--- config.mk ---
export PLATFORM = sky130hd
export DESIGN_NAME = ddr2_port_arbiter
export DESIGN_NICKNAME = d
export VERILOG_FILES = /design/src/rtl/ddr2_port_arbiter_pkg.sv /design/src/rtl/ddr2_port_arbiter_rr_arbiter.sv /design/src/rtl/ddr2_port_arbiter.sv
export SDC_FILE = /design/constraint.sdc
export NUM_CORES = 1
export LEC_CHECK = 0
export CORE_MARGIN = 2
export CORE_UTILIZATION = 40
export DETAILED_ROUTE_END_ITERATION = 10
export PLACE_DENSITY = 0.85
export SETUP_SLACK_MARGIN = 0.15
export SYNTH_ARGS = -nofsm -noshare
export SYNTH_HDL_FRONTEND = slang
export SYNTH_SLANG_ARGS = --single-unit
--- constraint.sdc ---
create_clock -name clk -period 4.3 [get_ports clk]
set_clock_uncertainty 0.05 [all_clocks]
set_input_delay 0.645 -clock clk [delete_from_list [all_inputs] [get_ports clk]]
set_output_delay 0.645 -clock clk [all_outputs]
set_load 0.02 [all_outputs]
--- src/rtl/ddr2_port_arbiter_pkg.sv ---
// Shared types and defaults for the DDR2 port arbiter.
package ddr2_port_arbiter_pkg;

  localparam int unsigned ADDR_W_DEF  = 26;
  localparam int unsigned DATA_W_DEF  = 8;
  localparam int unsigned NUM_REQ_DEF = 2;
  localparam int unsigned STATE_W     = 3;

  typedef enum logic [STATE_W-1:0] {
    IDLE    = 3'd0,
    WR      = 3'd1,
    RD_REQ  = 3'd2,
    RD_WAIT = 3'd3,
    RD_ACK  = 3'd4
  } arb_state_e;

endpackage

--- src/rtl/ddr2_port_arbiter_rr_arbiter.sv ---
// Combinational round-robin pick: first set bit of req_mask searching from ptr+1.
module ddr2_port_arbiter_rr_arbiter #(
  parameter int unsigned NUM_REQ = 2,
  parameter int unsigned IDX_W   = 1
) (
  input  logic [NUM_REQ-1:0] req_mask,
  input  logic [IDX_W-1:0]   ptr,
  output logic [NUM_REQ-1:0] winner,
  output logic [IDX_W-1:0]   index,
  output logic               any
);

  // Walk the clients in rotating order; the nearest one after ptr wins.
  always_comb begin
    int unsigned j;
    logic [IDX_W-1:0] cand;
    winner = '0;
    index  = '0;
    any    = 1'b0;
    j      = 0;
    cand   = '0;
    for (int unsigned k = 1; k <= NUM_REQ; k++) begin
      j    = (32'(ptr) + k) % NUM_REQ;
      cand = IDX_W'(j);
      if (!any && req_mask[cand]) begin
        any          = 1'b1;
        winner[cand] = 1'b1;
        index        = cand;
      end
    end
  end

endmodule

--- src/rtl/ddr2_port_arbiter.sv ---
// Round-robin arbiter sharing one byte-wide ram_interface_wrapper port among
// NUM_REQ clients. Optional read watchdog: define DDR2_ARB_TIMEOUT_EN.
module ddr2_port_arbiter
  import ddr2_port_arbiter_pkg::*;
#(
  parameter int unsigned NUM_REQ = NUM_REQ_DEF,
  parameter int unsigned ADDR_W  = ADDR_W_DEF,
  parameter int unsigned DATA_W  = DATA_W_DEF
`ifdef DDR2_ARB_TIMEOUT_EN
  , parameter int unsigned TIMEOUT_CYCLES = 1023
`endif
) (
  input  logic                        clk,
  input  logic                        reset,
  input  logic [NUM_REQ-1:0]          req_valid,
  input  logic [NUM_REQ-1:0]          req_we,
  input  logic [NUM_REQ*ADDR_W-1:0]   req_addr,
  input  logic [NUM_REQ*DATA_W-1:0]   req_wdata,
  output logic [NUM_REQ-1:0]          req_gnt,
  output logic [NUM_REQ-1:0]          req_done,
  output logic                        rsp_err,
  output logic [DATA_W-1:0]           rsp_data,
  output logic                        busy,
  output logic [ADDR_W-1:0]           mem_address,
  output logic [DATA_W-1:0]           mem_data_in,
  output logic                        mem_write_enable,
  output logic                        mem_read_request,
  output logic                        mem_read_ack,
  input  logic [DATA_W-1:0]           mem_data_out,
  input  logic                        mem_rdy,
  input  logic                        mem_rd_data_pres,
  input  logic [ADDR_W-1:0]           max_ram_address
);

  localparam int unsigned IDX_W = (NUM_REQ > 1) ? $clog2(NUM_REQ) : 1;

  arb_state_e state_q, state_nxt;
  logic [IDX_W-1:0]   ptr_q, ptr_nxt;
  logic [NUM_REQ-1:0] owner_q, owner_nxt;

  logic [NUM_REQ-1:0] gnt_nxt, done_nxt;
  logic               err_nxt, we_nxt, rreq_nxt, ack_nxt;
  logic [DATA_W-1:0]  data_nxt, wdata_nxt;
  logic [ADDR_W-1:0]  addr_nxt;

  logic [NUM_REQ-1:0] win_oh;
  logic [IDX_W-1:0]   win_idx;
  logic               win_any;

  logic [ADDR_W-1:0]  addr_a  [NUM_REQ];
  logic [DATA_W-1:0]  wdata_a [NUM_REQ];

`ifdef DDR2_ARB_TIMEOUT_EN
  localparam int unsigned TO_W = $clog2(TIMEOUT_CYCLES + 1);
  logic [TO_W-1:0] wd_cnt_q, wd_cnt_nxt;
`endif

  // Unflatten client address/data buses.
  for (genvar g = 0; g < NUM_REQ; g++) begin : g_unpack
    assign addr_a[g]  = req_addr[g*ADDR_W +: ADDR_W];
    assign wdata_a[g] = req_wdata[g*DATA_W +: DATA_W];
  end

  ddr2_port_arbiter_rr_arbiter #(
    .NUM_REQ (NUM_REQ),
    .IDX_W   (IDX_W)
  ) u_rr (
    .req_mask (req_valid),
    .ptr      (ptr_q),
    .winner   (win_oh),
    .index    (win_idx),
    .any      (win_any)
  );

  // Next-state and next-output logic for the access sequencer.
  always_comb begin
    state_nxt = state_q;
    ptr_nxt   = ptr_q;
    owner_nxt = owner_q;
    gnt_nxt   = '0;
    done_nxt  = '0;
    we_nxt    = 1'b0;
    rreq_nxt  = 1'b0;
    ack_nxt   = 1'b0;
    err_nxt   = rsp_err;
    data_nxt  = rsp_data;
    addr_nxt  = mem_address;
    wdata_nxt = mem_data_in;
`ifdef DDR2_ARB_TIMEOUT_EN
    wd_cnt_nxt = '0;
`endif
    case (state_q)
      IDLE: begin
        // Skip the cycle a grant is visible so a client dropping valid is not re-granted.
        if (mem_rdy && win_any && (req_gnt == '0)) begin
          ptr_nxt   = win_idx;
          owner_nxt = win_oh;
          gnt_nxt   = win_oh;
          if (addr_a[win_idx] > max_ram_address) begin
            done_nxt = win_oh;
            err_nxt  = 1'b1;
            data_nxt = '0;
          end else begin
            addr_nxt  = addr_a[win_idx];
            wdata_nxt = wdata_a[win_idx];
            if (req_we[win_idx]) begin
              we_nxt    = 1'b1;
              state_nxt = WR;
            end else begin
              rreq_nxt  = 1'b1;
              state_nxt = RD_REQ;
            end
          end
        end
      end
      WR: begin
        done_nxt  = owner_q;
        err_nxt   = 1'b0;
        data_nxt  = '0;
        state_nxt = IDLE;
      end
      RD_REQ: begin
        state_nxt = RD_WAIT;
      end
      RD_WAIT: begin
        if (mem_rd_data_pres) begin
          data_nxt  = mem_data_out;
          err_nxt   = 1'b0;
          ack_nxt   = 1'b1;
          done_nxt  = owner_q;
          state_nxt = RD_ACK;
        end
`ifdef DDR2_ARB_TIMEOUT_EN
        else if (wd_cnt_q == TO_W'(TIMEOUT_CYCLES - 1)) begin
          data_nxt  = '0;
          err_nxt   = 1'b1;
          ack_nxt   = 1'b1;
          done_nxt  = owner_q;
          state_nxt = IDLE;
        end else begin
          wd_cnt_nxt = wd_cnt_q + TO_W'(1);
        end
`endif
      end
      RD_ACK: begin
        // Hold off until the wrapper drops data-present to avoid a second capture.
        if (!mem_rd_data_pres) begin
          state_nxt = IDLE;
        end
      end
      default: begin
        state_nxt = IDLE;
      end
    endcase
  end

  // State, pointer and registered outputs.
  always_ff @(posedge clk) begin
    if (reset) begin
      state_q          <= IDLE;
      ptr_q            <= IDX_W'(NUM_REQ - 1);
      owner_q          <= '0;
      req_gnt          <= '0;
      req_done         <= '0;
      rsp_err          <= 1'b0;
      rsp_data         <= '0;
      busy             <= 1'b0;
      mem_address      <= '0;
      mem_data_in      <= '0;
      mem_write_enable <= 1'b0;
      mem_read_request <= 1'b0;
      mem_read_ack     <= 1'b0;
`ifdef DDR2_ARB_TIMEOUT_EN
      wd_cnt_q         <= '0;
`endif
    end else begin
      state_q          <= state_nxt;
      ptr_q            <= ptr_nxt;
      owner_q          <= owner_nxt;
      req_gnt          <= gnt_nxt;
      req_done         <= done_nxt;
      rsp_err          <= err_nxt;
      rsp_data         <= data_nxt;
      busy             <= (state_nxt != IDLE);
      mem_address      <= addr_nxt;
      mem_data_in      <= wdata_nxt;
      mem_write_enable <= we_nxt;
      mem_read_request <= rreq_nxt;
      mem_read_ack     <= ack_nxt;
`ifdef DDR2_ARB_TIMEOUT_EN
      wd_cnt_q         <= wd_cnt_nxt;
`endif
    end
  end

endmodule

==> results.md, run 1 <==
* Status: complete, no violations
* Setup bufs post-CTS at 0
* Hold Crit Class: reg2reg
* CP cell instances: clkdlybuf4s50_1 -> nand2_1 -> and2_1 -> buf_12 -> mux2_2 -> ha_1 -> a21oi_1 -> o21ai_0 -> a2111o_1 -> a311oi_4 -> buf_12 -> mux2i_1 -> nor2_1
* Syn avg cell area at 9.59 um^2
* Hpwl dp at 7270 um
* Data required, critical path at 4440 ps
* Crit Path Max Fanout at 24
* Tcrit/Tclk final at 89.4%
* Pwr Density at 288 nW/um^2
* Slowest cell on the critical path: a2111o_1
* Initial drt markers at 98
* P&R area growth vs syn at 54.9%
* Share of cells above drive strength 1 at 12.1%
* CORE AREA at 8130 um^2
* Crit start category: primary input
* Post-DRT Antenna Nets at 0
* Post-synthesis instance total at 345
* Most frequent CP cell: buf_12
* # resized after CTS at 0
* Gr ovfl total at 0
* Warnings from Yosys at 0
* Largest net degree at the start of global routing at 44
* Hold Buf Count CTS at 0
* Die footprint at 9010 um^2
* Crit path largest cell delay at 490 ps
* Pre-CTS setup slack at 116 ps
* Buffers & Inverters on Critical Path at 3
* Crit path capture type: flip-flop
* Max cap viols at 0
* Via-per-instance ratio at 5.08
* Min cycle time layout at 3840 ps
* Vias in the first global route at 3191
* Top-count cell post-synth: dfxtp_1
* # IOs at 161
* Worst slew pin tran at 892 ps
* Share of the synthesized area in the top cell type at 34.5%
* Number of synthesized flops with an enable pin at 0
* H-Tree Depth at 3
* CTS tree: done
* Yosys reg bits at 57
* Register area share after synthesis at 34.5%
* Vias at 3127
* Syn nets at 481
* TritonCTS Buffers at 9
* Number of buffers added on ports at 160
* WS Path Type: in2reg
* Die X at 94.9 um
* Crit path launch: req_valid[0]
* Max-slew headroom at 40.0%
* Worst-path clk slew at 60 ps
* Root Buffer Master: clkbuf_8
* Synth cell count leaders: dfxtp_1, nor2_1, mux2i_1
* # fillers at 692
* RSZ-0062 raised after global routing: no
* Clock latency on the worst-skew pair at 320 ps
* CTS sink count at 57
* Total GRT Usage at 19.9%
* Setup Viol. Count Final at 0
* Pleak at 2.08 nW
* Max Clk Rate at 0.260 GHz
* Final WS setup at 458 ps
* Longest Clk Path Bufs at 2
* Peak VDD IR at 0.170 mV
* Final Max Slew Viols at 0
* Setup tns final at 0 ps
* Final hold viol count at 0
* R2r startpoint: ptr_q$_SDFFE_PP1P_
* Worst EP arrival at 3980 ps
* Initial antenna violation count at 0
* DRT Wirelength at 9020 um
* Die H at 94.9 um
* Async S/R FF share, synth at 0%
* Cell Area, Synth at 3310 um^2
* Nets at 643
* Cell family with most CP delay: compound AO/OA/AOI/OAI gates
* Row Count at 33
* Synth area leaders: dfxtp_1, mux2_2, mux2i_1
* Gpl congestion at 0.826
* Hold_sp: rsp_err$_SDFFE_PP0P_
* First-pass GRT wire length at 14000 um
* Routed length per instance at 14.6 um
* Post-route DRC at 0
* Top_reg_cell synth: dfxtp_1
* Initial cell density of the core at 40.7%
* Leading area contributor after synthesis: dfxtp_1
* Diode count at 0
* Post-synth cell types at 43
* DRT Pass-1 Iters at 4
registers in the layout, summed over array words and instances, names as in the netlist:
register and cells:
mem_address 26, mem_data_in 8, rsp_data 8, state_q 3
owner_q 2, req_done 2, req_gnt 2, busy 1
mem_read_ack 1, mem_read_request 1, mem_write_enable 1, ptr_q 1
rsp_err 1
report_power, final:
group / internal (mW) / total (mW) / switching (mW)
clock: 0.220 / 0.413 / 0.194
combinational: 0.264 / 0.477 / 0.213
sequential: 0.563 / 0.583 / 0.0199
placed cells by master (no fill, tap or decap), types with 10 or more instances in the layout:
cell type	count
a21oi_1	16
mux2i_1	36
clkbuf_8	10
mux2_2	33
ha_1	26
nand2_1	12
inv_1	32
dfxtp_1	57
clkdlybuf4s50_1	159
nor2_1	54
cells by family after synthesis:
logic type / after synthesis / share of synthesized area [%]
AND/OR/NAND/NOR: 96 / 14.2
multiplexers: 69 / 22.1
flip-flops: 57 / 34.5
AO/OA/AOI/OAI: 50 / 10.6
buffers and inverters: 47 / 8.74
adder cells (fa/ha/maj): 26 / 9.83
per-layer routing:
layer  routed length (um)  up-vias  global-route usage, %
met5                    0        -                      0
met1                 3430     1458                   20.5
met3                  579       17                   4.79
met4                  228        0                   8.94
met2                 4780      114                   37.8
li1                     -     1538                      -
tightest hold or removal path: stages, from the launching register on:
cell and delay (ps):
dfxtp_1 310, inv_1 60, a311oi_1 70
worst paths after layout:
| path | endpoint | slack [ps] | cells past startpoint |
|---|---|---|---|
| max | mem_address[20]$_SDFFE_PP0P_ | 460 | 13 |
| min | rsp_err$_SDFFE_PP0P_ | 430 | 2 |
| min reg2reg | rsp_err$_SDFFE_PP0P_ | 430 | 2 |
| max reg2reg | mem_address[20]$_SDFFE_PP0P_ | 940 | 12 |
final cells by class:
class                           count  area [um^2]  share of cell area, %
Multi-Input combinational cell    241         1890                   36.9
Clock inverter                      3         17.5                  0.342
Tap cell                          105          131                   2.56
Timing Repair Buffer              166         1680                   32.8
Inverter                           32          120                   2.34
Sequential cell                    57         1140                   22.3
Clock buffer                       12          145                   2.83
per-stage QoR:
stage	hold WS (ps)	instances	util [%]	total power, mW	area (um^2)
2_1_floorplan	386	345	-	0.869	3310
3_3_place_gp	404	601	61.0	1.06	4960
3_5_place_dp	428	601	61.0	1.07	4960
4_1_cts	437	616	63.0	1.49	5120
5_1_grt	473	616	63.0	1.56	5120
6_report	433	616	63.0	1.47	5120
(Power assumes the default switching activity.)
==> run 2, diff against run 1 <==
- CAP_MARGIN: unset -> 5
==> results of run 2 <==
Final layout, timing and power as in run 1 (identical DEF).
